$ cat src/rtl/sha1_msg_sequencer_if.sv
// Message word stream into the SHA-1 sequencer.
// Word accepted when s_valid & s_ready; s_last_bytes 0 means 4 bytes.
interface sha1_msg_sequencer_if;
    logic [31:0] s_data;
    logic        s_valid;
    logic        s_last;
    logic [1:0]  s_last_bytes;
    logic        s_ready;

    modport master (
        output s_data,
        output s_valid,
        output s_last,
        output s_last_bytes,
        input  s_ready
    );

    modport slave (
        input  s_data,
        input  s_valid,
        input  s_last,
        input  s_last_bytes,
        output s_ready
    );
endinterface

$ cat src/rtl/sha1_msg_sequencer.sv
// SHA-1 front end: packs big-endian words into 512-bit chunks,
// applies padding plus 64-bit bit length, sequences the core.
module sha1_msg_sequencer #(
    parameter int LEN_W = 32
) (
    input  logic                 clk,
    input  logic                 reset_n,
    sha1_msg_sequencer_if.slave  s,
    output logic                 core_init,
    output logic                 core_next,
    output logic [511:0]         core_chunk,
    input  logic                 core_ready,
    input  logic [159:0]         core_digest,
    output logic [159:0]         digest,
    output logic                 digest_valid,
    output logic                 busy
);

    typedef enum logic [2:0] {
        LOAD,
        PAD,
        ISSUE,
        SETTLE,
        WAIT
    } state_t;

    state_t           state_q, state_d;
    logic [4:0]       word_idx_q, word_idx_d;
    logic [LEN_W-1:0] msg_bytes_q, msg_bytes_d;
    logic             first_block_q, first_block_d;
    logic             len_pending_q, len_pending_d;
    logic             pad80_q, pad80_d;
    logic             msg_end_q, msg_end_d;
    logic             s_ready_q, s_ready_d;
    logic             digest_valid_q, digest_valid_d;
    logic [159:0]     digest_q, digest_d;
    logic [31:0]      buf_q [16];
    logic [31:0]      buf_d [16];

    logic             accept;
    logic [2:0]       last_k;
    logic [31:0]      last_word;
    logic [63:0]      bit_len;
    logic [3:0]       widx;

    assign accept  = s.s_valid & s_ready_q;
    assign bit_len = 64'(msg_bytes_q) << 3;
    assign widx    = word_idx_q[3:0];
    assign last_k  = (s.s_last_bytes == 2'd0) ? 3'd4 : {1'b0, s.s_last_bytes};

    // Partial last word: keep the valid bytes, 0x80 right after them
    always_comb begin
        unique case (s.s_last_bytes)
            2'd1:    last_word = {s.s_data[31:24], 8'h80, 16'h0000};
            2'd2:    last_word = {s.s_data[31:16], 8'h80, 8'h00};
            2'd3:    last_word = {s.s_data[31:8], 8'h80};
            default: last_word = s.s_data;
        endcase
    end

    always_comb begin
        state_d        = state_q;
        word_idx_d     = word_idx_q;
        msg_bytes_d    = msg_bytes_q;
        first_block_d  = first_block_q;
        len_pending_d  = len_pending_q;
        pad80_d        = pad80_q;
        msg_end_d      = msg_end_q;
        digest_valid_d = digest_valid_q;
        digest_d       = digest_q;
        buf_d          = buf_q;
        core_init      = 1'b0;
        core_next      = 1'b0;

        unique case (state_q)
            LOAD: begin
                if (accept) begin
                    digest_valid_d = 1'b0;
                    word_idx_d     = word_idx_q + 5'd1;
                    if (s.s_last) begin
                        buf_d[widx] = last_word;
                        msg_bytes_d = msg_bytes_q + LEN_W'(last_k);
                        pad80_d     = (s.s_last_bytes == 2'd0);
                        msg_end_d   = 1'b1;
                        state_d     = PAD;
                    end else begin
                        buf_d[widx] = s.s_data;
                        msg_bytes_d = msg_bytes_q + LEN_W'(4);
                        if (word_idx_q == 5'd15) begin
                            len_pending_d = 1'b0;
                            state_d       = ISSUE;
                        end
                    end
                end
            end
            PAD: begin
                // Index 16 means the chunk filled before the length fit
                if (word_idx_q == 5'd16) begin
                    len_pending_d = 1'b0;
                    state_d       = ISSUE;
                end else if (pad80_q) begin
                    buf_d[widx] = 32'h8000_0000;
                    word_idx_d  = word_idx_q + 5'd1;
                    pad80_d     = 1'b0;
                end else if (word_idx_q == 5'd14) begin
                    buf_d[14]     = bit_len[63:32];
                    buf_d[15]     = bit_len[31:0];
                    len_pending_d = 1'b1;
                    state_d       = ISSUE;
                end else begin
                    buf_d[widx] = 32'h0;
                    word_idx_d  = word_idx_q + 5'd1;
                end
            end
            ISSUE: begin
                core_init     = first_block_q;
                core_next     = ~first_block_q;
                first_block_d = 1'b0;
                state_d       = SETTLE;
            end
            SETTLE: begin
                state_d = WAIT;
            end
            WAIT: begin
                if (core_ready) begin
                    word_idx_d = 5'd0;
                    if (len_pending_q) begin
                        digest_d       = core_digest;
                        digest_valid_d = 1'b1;
                        msg_bytes_d    = '0;
                        first_block_d  = 1'b1;
                        len_pending_d  = 1'b0;
                        msg_end_d      = 1'b0;
                        state_d        = LOAD;
                    end else begin
                        buf_d   = '{default: '0};
                        state_d = msg_end_q ? PAD : LOAD;
                    end
                end
            end
            default: begin
                state_d = LOAD;
            end
        endcase
    end

    assign s_ready_d = (state_d == LOAD);

    always_ff @(posedge clk or negedge reset_n) begin
        if (!reset_n) begin
            state_q        <= LOAD;
            word_idx_q     <= 5'd0;
            msg_bytes_q    <= '0;
            first_block_q  <= 1'b1;
            len_pending_q  <= 1'b0;
            pad80_q        <= 1'b0;
            msg_end_q      <= 1'b0;
            s_ready_q      <= 1'b0;
            digest_valid_q <= 1'b0;
            digest_q       <= '0;
            buf_q          <= '{default: '0};
        end else begin
            state_q        <= state_d;
            word_idx_q     <= word_idx_d;
            msg_bytes_q    <= msg_bytes_d;
            first_block_q  <= first_block_d;
            len_pending_q  <= len_pending_d;
            pad80_q        <= pad80_d;
            msg_end_q      <= msg_end_d;
            s_ready_q      <= s_ready_d;
            digest_valid_q <= digest_valid_d;
            digest_q       <= digest_d;
            buf_q          <= buf_d;
        end
    end

    for (genvar i = 0; i < 16; i++) begin : g_chunk
        assign core_chunk[511-32*i -: 32] = buf_q[i];
    end

    assign s.s_ready    = s_ready_q;
    assign digest       = digest_q;
    assign digest_valid = digest_valid_q;
    assign busy         = (state_q != LOAD) || (word_idx_q != 5'd0);

endmodule
$ cat src/flat_wrapper.sv
// flat-port wrapper written by rule: the top's interface ports become plain ports
module sha1_msg_sequencer_flat 
#(
    parameter int LEN_W = 32
)
  (clk, reset_n, core_init, core_next, core_chunk, core_ready, core_digest, digest, digest_valid, busy, s_s_data, s_s_valid, s_s_last, s_s_last_bytes, s_s_ready);
  sha1_msg_sequencer_if s_i ();
  input  logic clk;
  input  logic reset_n;
  output logic core_init;
  output logic core_next;
  output logic [511:0] core_chunk;
  input  logic core_ready;
  input  logic [159:0] core_digest;
  output logic [159:0] digest;
  output logic digest_valid;
  output logic busy;
  input wire logic [$bits(s_i.s_data)-1:0] s_s_data;
  input wire logic [$bits(s_i.s_valid)-1:0] s_s_valid;
  input wire logic [$bits(s_i.s_last)-1:0] s_s_last;
  input wire logic [$bits(s_i.s_last_bytes)-1:0] s_s_last_bytes;
  output wire logic [$bits(s_i.s_ready)-1:0] s_s_ready;
  assign s_i.s_data = s_s_data;
  assign s_i.s_valid = s_s_valid;
  assign s_i.s_last = s_s_last;
  assign s_i.s_last_bytes = s_s_last_bytes;
  assign s_s_ready = s_i.s_ready;
  sha1_msg_sequencer #(.LEN_W(LEN_W)) u_core (.clk(clk), .reset_n(reset_n), .s(s_i), .core_init(core_init), .core_next(core_next), .core_chunk(core_chunk), .core_ready(core_ready), .core_digest(core_digest), .digest(digest), .digest_valid(digest_valid), .busy(busy));
endmodule
$ cat config.mk
export PLATFORM = sky130hd
export DESIGN_NAME = sha1_msg_sequencer_flat
export DESIGN_NICKNAME = d
export VERILOG_FILES = /design/src/rtl/sha1_msg_sequencer_if.sv /design/src/rtl/sha1_msg_sequencer.sv /design/src/flat_wrapper.sv
export SDC_FILE = /design/constraint.sdc
export NUM_CORES = 1
export LEC_CHECK = 0
export BUFFER_PORTS_ARGS = -buffer_cell sky130_fd_sc_hd__buf_4
export CORE_AREA = 10 10 329 331
export CTS_BUF_LIST = sky130_fd_sc_hd__clkbuf_2
export DETAILED_ROUTE_END_ITERATION = 16
export DIE_AREA = 0 0 339 341
export GPL_TIMING_DRIVEN = 0
export PLACE_DENSITY = 0.55
export SLEW_MARGIN = 20
export SYNTH_ARGS = -nofsm -noshare
export SYNTH_HDL_FRONTEND = slang
export SYNTH_SLANG_ARGS = --single-unit
$ cat constraint.sdc
create_clock -name clk -period 3.3 [get_ports clk]
set_input_delay 0.165 -clock clk [delete_from_list [all_inputs] [get_ports clk]]
set_output_delay 0.165 -clock clk [all_outputs]
set_load 0.02 [all_outputs]
Word level (Yosys, flattened, before mapping) --
Cells that the tools add are included.
Cells by class: $lt $le $gt $ge 2, $mul 0, reduce and logical (&&, ||, !) cells 20, bitwise operators 8, div/mod/pow operators 0, muxes and demuxes 60, $add $sub $neg 3, equal/unequal tests 21, shift operators 0
Operators by type and width (count):
- $mux 512 | 6
- $pmux 512 s3 | 1
- $bwmux 512 | 2
- $and 512x512->512 | 1
- $not 512->512 | 1
- $and 496x496->496 | 1
- $not 496->496 | 1
- $mux 448 | 1
- $mux 32 | 5
- $demux 32 s4 | 1
- $pmux 24 s3 | 1
- $mux 64 | 1
- $pmux 32 s2 | 1
- $add 32x3->32 | 1
- $add 32x3->32 const B | 1
- $mux 3 | 9
- $mux 5 | 5
- $mux 1 | 20
- $or 16x16->16 | 1
- $pmux 3 s5 | 1
- $pmux 5 s3 | 1
- $reduce_and 5->1 | 3
- $eq 5x4->1 const B | 2
- $ne 2x2->1 const B | 5
- 29 further kinds | 42
Word-level totals: output and inout bits 677, RAM bits 0, bits in latches 0, logic and storage cells 140, register bits 718, memory bits (read-only) 0, memories kept 0

Longest topological paths before layout --
word-level depth 11, mapped depth 12, gate-level depth less buffers 8

Worst setup path after synthesis --
No wires, ideal clock.
path type register -> register, from register u_core.word_idx_q[0], to register with a tool-made name, setup slack 0.713 ns, buffers on the path 4, arrival time 2.466 ns, period minus slack after synthesis 2.587 ns, required time 3.179 ns, stages on the path, launching flop included 12, cells stage by stage dfrtp_1 inv_1 ha_1 clkbuf_1 or4bb_1 o32a_1 and2_0 buf_4 buf_6 and3_1 buf_2 a22o_1
RTL lines:
- start: declaration | line sha1_msg_sequencer.sv:28 | logic [4:0] word_idx_q, word_idx_d;
- start signal: assignment | line sha1_msg_sequencer.sv:164 | word_idx_q <= word_idx_d;

==> metrics.csv <==
stage,metric,value,unit
run_status,outcome,completed,
power,Power Density,879.5,nW/µm²
timing,RSZ-0062 raised after global routing,true,
yosys,Mapped Cells,2353,
routing,violation count after the first detailed-routing iteration,1885,
critical_path,Critical Path Sink Type,register,
hold_path,worst hold path class,in -> reg,
routing,drt pass-1 iters,7,
timing,final worst-path cycle share,97.95,%
yosys,YS warnings,0,
global_routing,met2 Usage GRT,41.62,%
timing,worst-margin pin slew,1.042,ns
yosys,dominant cell type by area after synthesis,dfrtp_1,
place,placed cell areas,36430,µm²
die,Initial Util,27.53,%
critical_path,CP Max Fanout,10,
cts,"Reg clk slew, reported paths",0.10,ns
critical_path,Reg-to-Reg Start,u_core.word_idx_q[0]$_DFFE_PN0P_,
power,Final Power,38.71,mW
global_routing,first-pass GRT wire length,210700,µm
critical_path,worst path bufs/invs,6,
power,Static Leakage,21.60,nW
routing,Total Routed Length,148000,µm
critical_path,worst-path cell chain,dlygate4sd3_1 -> buf_4 -> dlygate4sd3_1 -> o21ai_0 -> dlygate4sd3_1 -> dlygate4sd3_1 -> and2_2 -> nand2_1 -> clkbuf_2 -> o2bb2ai_1,
final_layout,area added between synthesis and finish,57.59,%
critical_path,Worst EP arrival,4.54,ns
global_routing,met1 usage,27.08,%
final_layout,Fillers,9632,
global_routing,initial antenna violation count,10,
yosys,Yosys reg bits,718,
final_layout,fin nets,4209,
yosys,ys flop type,dfrtp_1,
cts,Worst-Skew Late Latency,1.48,ns
final_layout,register area,17970,µm²
timing,Fmax achieved,0.3094,GHz
critical_path,critical path class,in -> reg,
place,gpl congestion,0.8955,
power,VDD IR-drop max,0.3898,mV
yosys,ys async rst share,100.0,%
timing,"Min Clock Period, post-route",3.232,ns
cts,clock buffer count from CTS,192,
die,I/O pin total,876,
critical_path,FF-to-FF setup slack,0.10,ns
global_routing,GRT Util Overall,24.82,%
yosys,Syn Area/Cell,11.87,µm²
timing,fin. max-slew vios,0,
global_routing,GRT busiest layer,met2,
final_layout,share of cells above drive strength 1,32.36,%
final_layout,Final Cell Area,44010,µm²
routing,vias per cell,4.917,
yosys,Yosys cell types,65,
critical_path,Crit path largest cell delay,0.66,ns
timing,Final setup viols,0,
timing,Slew HR,30.55,%
place,Port-buffer cells,874,
cts,CTS Sinks,718,
critical_path,Worst Setup SP,s_s_last,
global_routing,met3 Use GR,9.213,%
job,maxcap violations,0,
timing,setup TNS,0,ns
routing,WL/cell,26.87,µm
die,Core ar.,101400,µm²
cts,CTS tree,yes,
global_routing,vias in the first global route,28930,
timing,Max Clock Skew,0.08332,ns
final_layout,multi-input logic area,8976,µm²
yosys,"Seq/Total Area, Yosys",64.35,%
final_layout,final cell count without fillers,5509,
global_routing,largest net degree at the start of global routing,97,
critical_path,most frequent cell on the critical path,dlygate4sd3_1,
yosys,ranking of synthesized cells by area,"dfrtp_1, o2bb2ai_1, nand2_1, o22a_1, buf_2",
routing,vias,27089,
die,Die Height,341,µm
yosys,Synth top area share,64.25,%
place,placed insts,4603,
yosys,post-synthesis net count,2562,
cts,Clock Tree Buf Depth,3,
timing,Final Hold Fails,0,
die,width of the chip,339,µm
final_layout,Final Util,43.38,%
critical_path,slowest CP cell,dlygate4sd3_1,
global_routing,grt ovf,0,
yosys,Post-Syn Area,27920,µm²
hold_path,beginning of the worst hold path,s_s_data[11],
cts,CTS Root Cell,clkbuf_2,
die,Site Rows,117,
critical_path,CP Launch Type,input port,
yosys,number of synthesized flops with an enable pin,0,
routing,ANT nets after route,0,
critical_path,cell family with most CP delay,buffers and inverters,
routing,Residual DRC,0,
die,die area,115600,µm²
critical_path,critical path required time,4.60,ns
cts,H-tree level count,4,
place,DP Wirelength,107400,µm
tightest hold or removal path: cells and delay by family:
kind	cells	cell delay, ns
buffers and inverters	3	1.24
AO/OA/AOI/OAI	2	0.21
cell usage after synthesis (5+ instances only):
cell / instances
a22oi_1: 24
nor4_1: 5
a22o_1: 16
o2bb2ai_1: 385
nand2_1: 549
nand3_4: 9
nor2b_1: 7
buf_4: 19
ha_1: 9
nand4_1: 16
nor2_1: 47
dfrtp_1: 717
or3_1: 10
and2_1: 7
nand2b_1: 16
buf_2: 83
buf_6: 5
nor3_1: 9
nand3_1: 20
o22a_1: 91
inv_1: 19
and3_1: 19
a21oi_1: 41
o21ai_0: 21
clkbuf_1: 85
xor2_1: 18
a32oi_1: 7
a2bb2oi_1: 18
buf_1: 14
metrics by stage:
stage | hold WS (ns) | worst slack, ns
after CTS | 0.008912 | -0.2954
after global placement | 0.3543 | -6.661
after global routing | 0.1782 | -0.06911
after floorplan | -0.1306 | 0.7133
final | 0.2821 | 0.06753
after detailed placement | 0.1760 | -0.4385
area by class of cell:
type / instances / area share (%)
flip-flops and latches: 718 / 40.83
repair buffers: 1462 / 28.68
multi-input cells: 1409 / 20.40
well taps: 1368 / 3.889
clock buffers: 276 / 3.139
plain buffers: 198 / 2.309
clock inverters: 46 / 0.5175
inverters: 19 / 0.1621
diodes: 13 / 0.07392
cell families (layout without fill, tap and decap cells):
group,count (synthesis),after routing,synth area share [%]
compound gates,635,635,18.94
xor+xnor,20,20,0.6273
fa+ha+maj,10,10,0.4750
buf+inv,226,2001,3.858
flops,718,718,64.35
mux,2,2,0.07169
other cells,0,13,0
simple gates,742,742,11.68
cell usage in the layout, fill, tap and decap left out, types with 8 or more instances in the layout:
master / netlist / layout
buf_4: 19 / 895
dfrtp_1: 717 / 717
dlygate4sd3_1: 0 / 578
nand2_1: 549 / 547
o2bb2ai_1: 385 / 385
clkbuf_2: 0 / 286
o22a_1: 91 / 91
buf_2: 83 / 75
clkbuf_1: 85 / 72
nor2_1: 47 / 47
a21oi_1: 41 / 38
clkinv_1: 0 / 28
a22oi_1: 24 / 23
o21ai_0: 21 / 21
inv_1: 19 / 19
and3_1: 19 / 19
nand3_1: 20 / 18
xor2_1: 18 / 18
a2bb2oi_1: 18 / 18
a22o_1: 16 / 16
nand4_1: 16 / 16
nand2b_1: 16 / 14
diode_2: 0 / 13
or3_1: 10 / 10
nand3_4: 9 / 10
clkinv_2: 0 / 9
buf_16: 0 / 9
nor3_1: 9 / 8
ha_1: 9 / 8
power by group:
group	switching, mW	total [mW]	internal [mW]
combinational	11.7	19.0	7.29
sequential	1.90	13.4	11.5
clock	3.96	6.27	2.31
total	17.6	38.7	21.2
final timing paths:
path,to,cells after the start
max,register,10
min,register,5
max reg2reg,register,9
min reg2reg,u_core.digest[46]$_DFFE_PN0P_,2
max in group asynchronous,u_core.digest[122]$_DFFE_PN0P_,8
min in group asynchronous,asynchronous set/reset pin,5
routing by layer:
metal	wire [µm]	up-vias
met5	0	-
met1	54210	13539
li1	-	11841
met3	14000	308
met4	7962	0
met2	71840	1401
timing repair:
action,CTS,global route
resized for setup,25,25
setup endpoints to repair,391,313
hold buffers,579,0
buffers inserted,0,1
endpoints found under the hold margin,1435,0
pin swaps,1,3
Power figures use the tool's default switching activity.
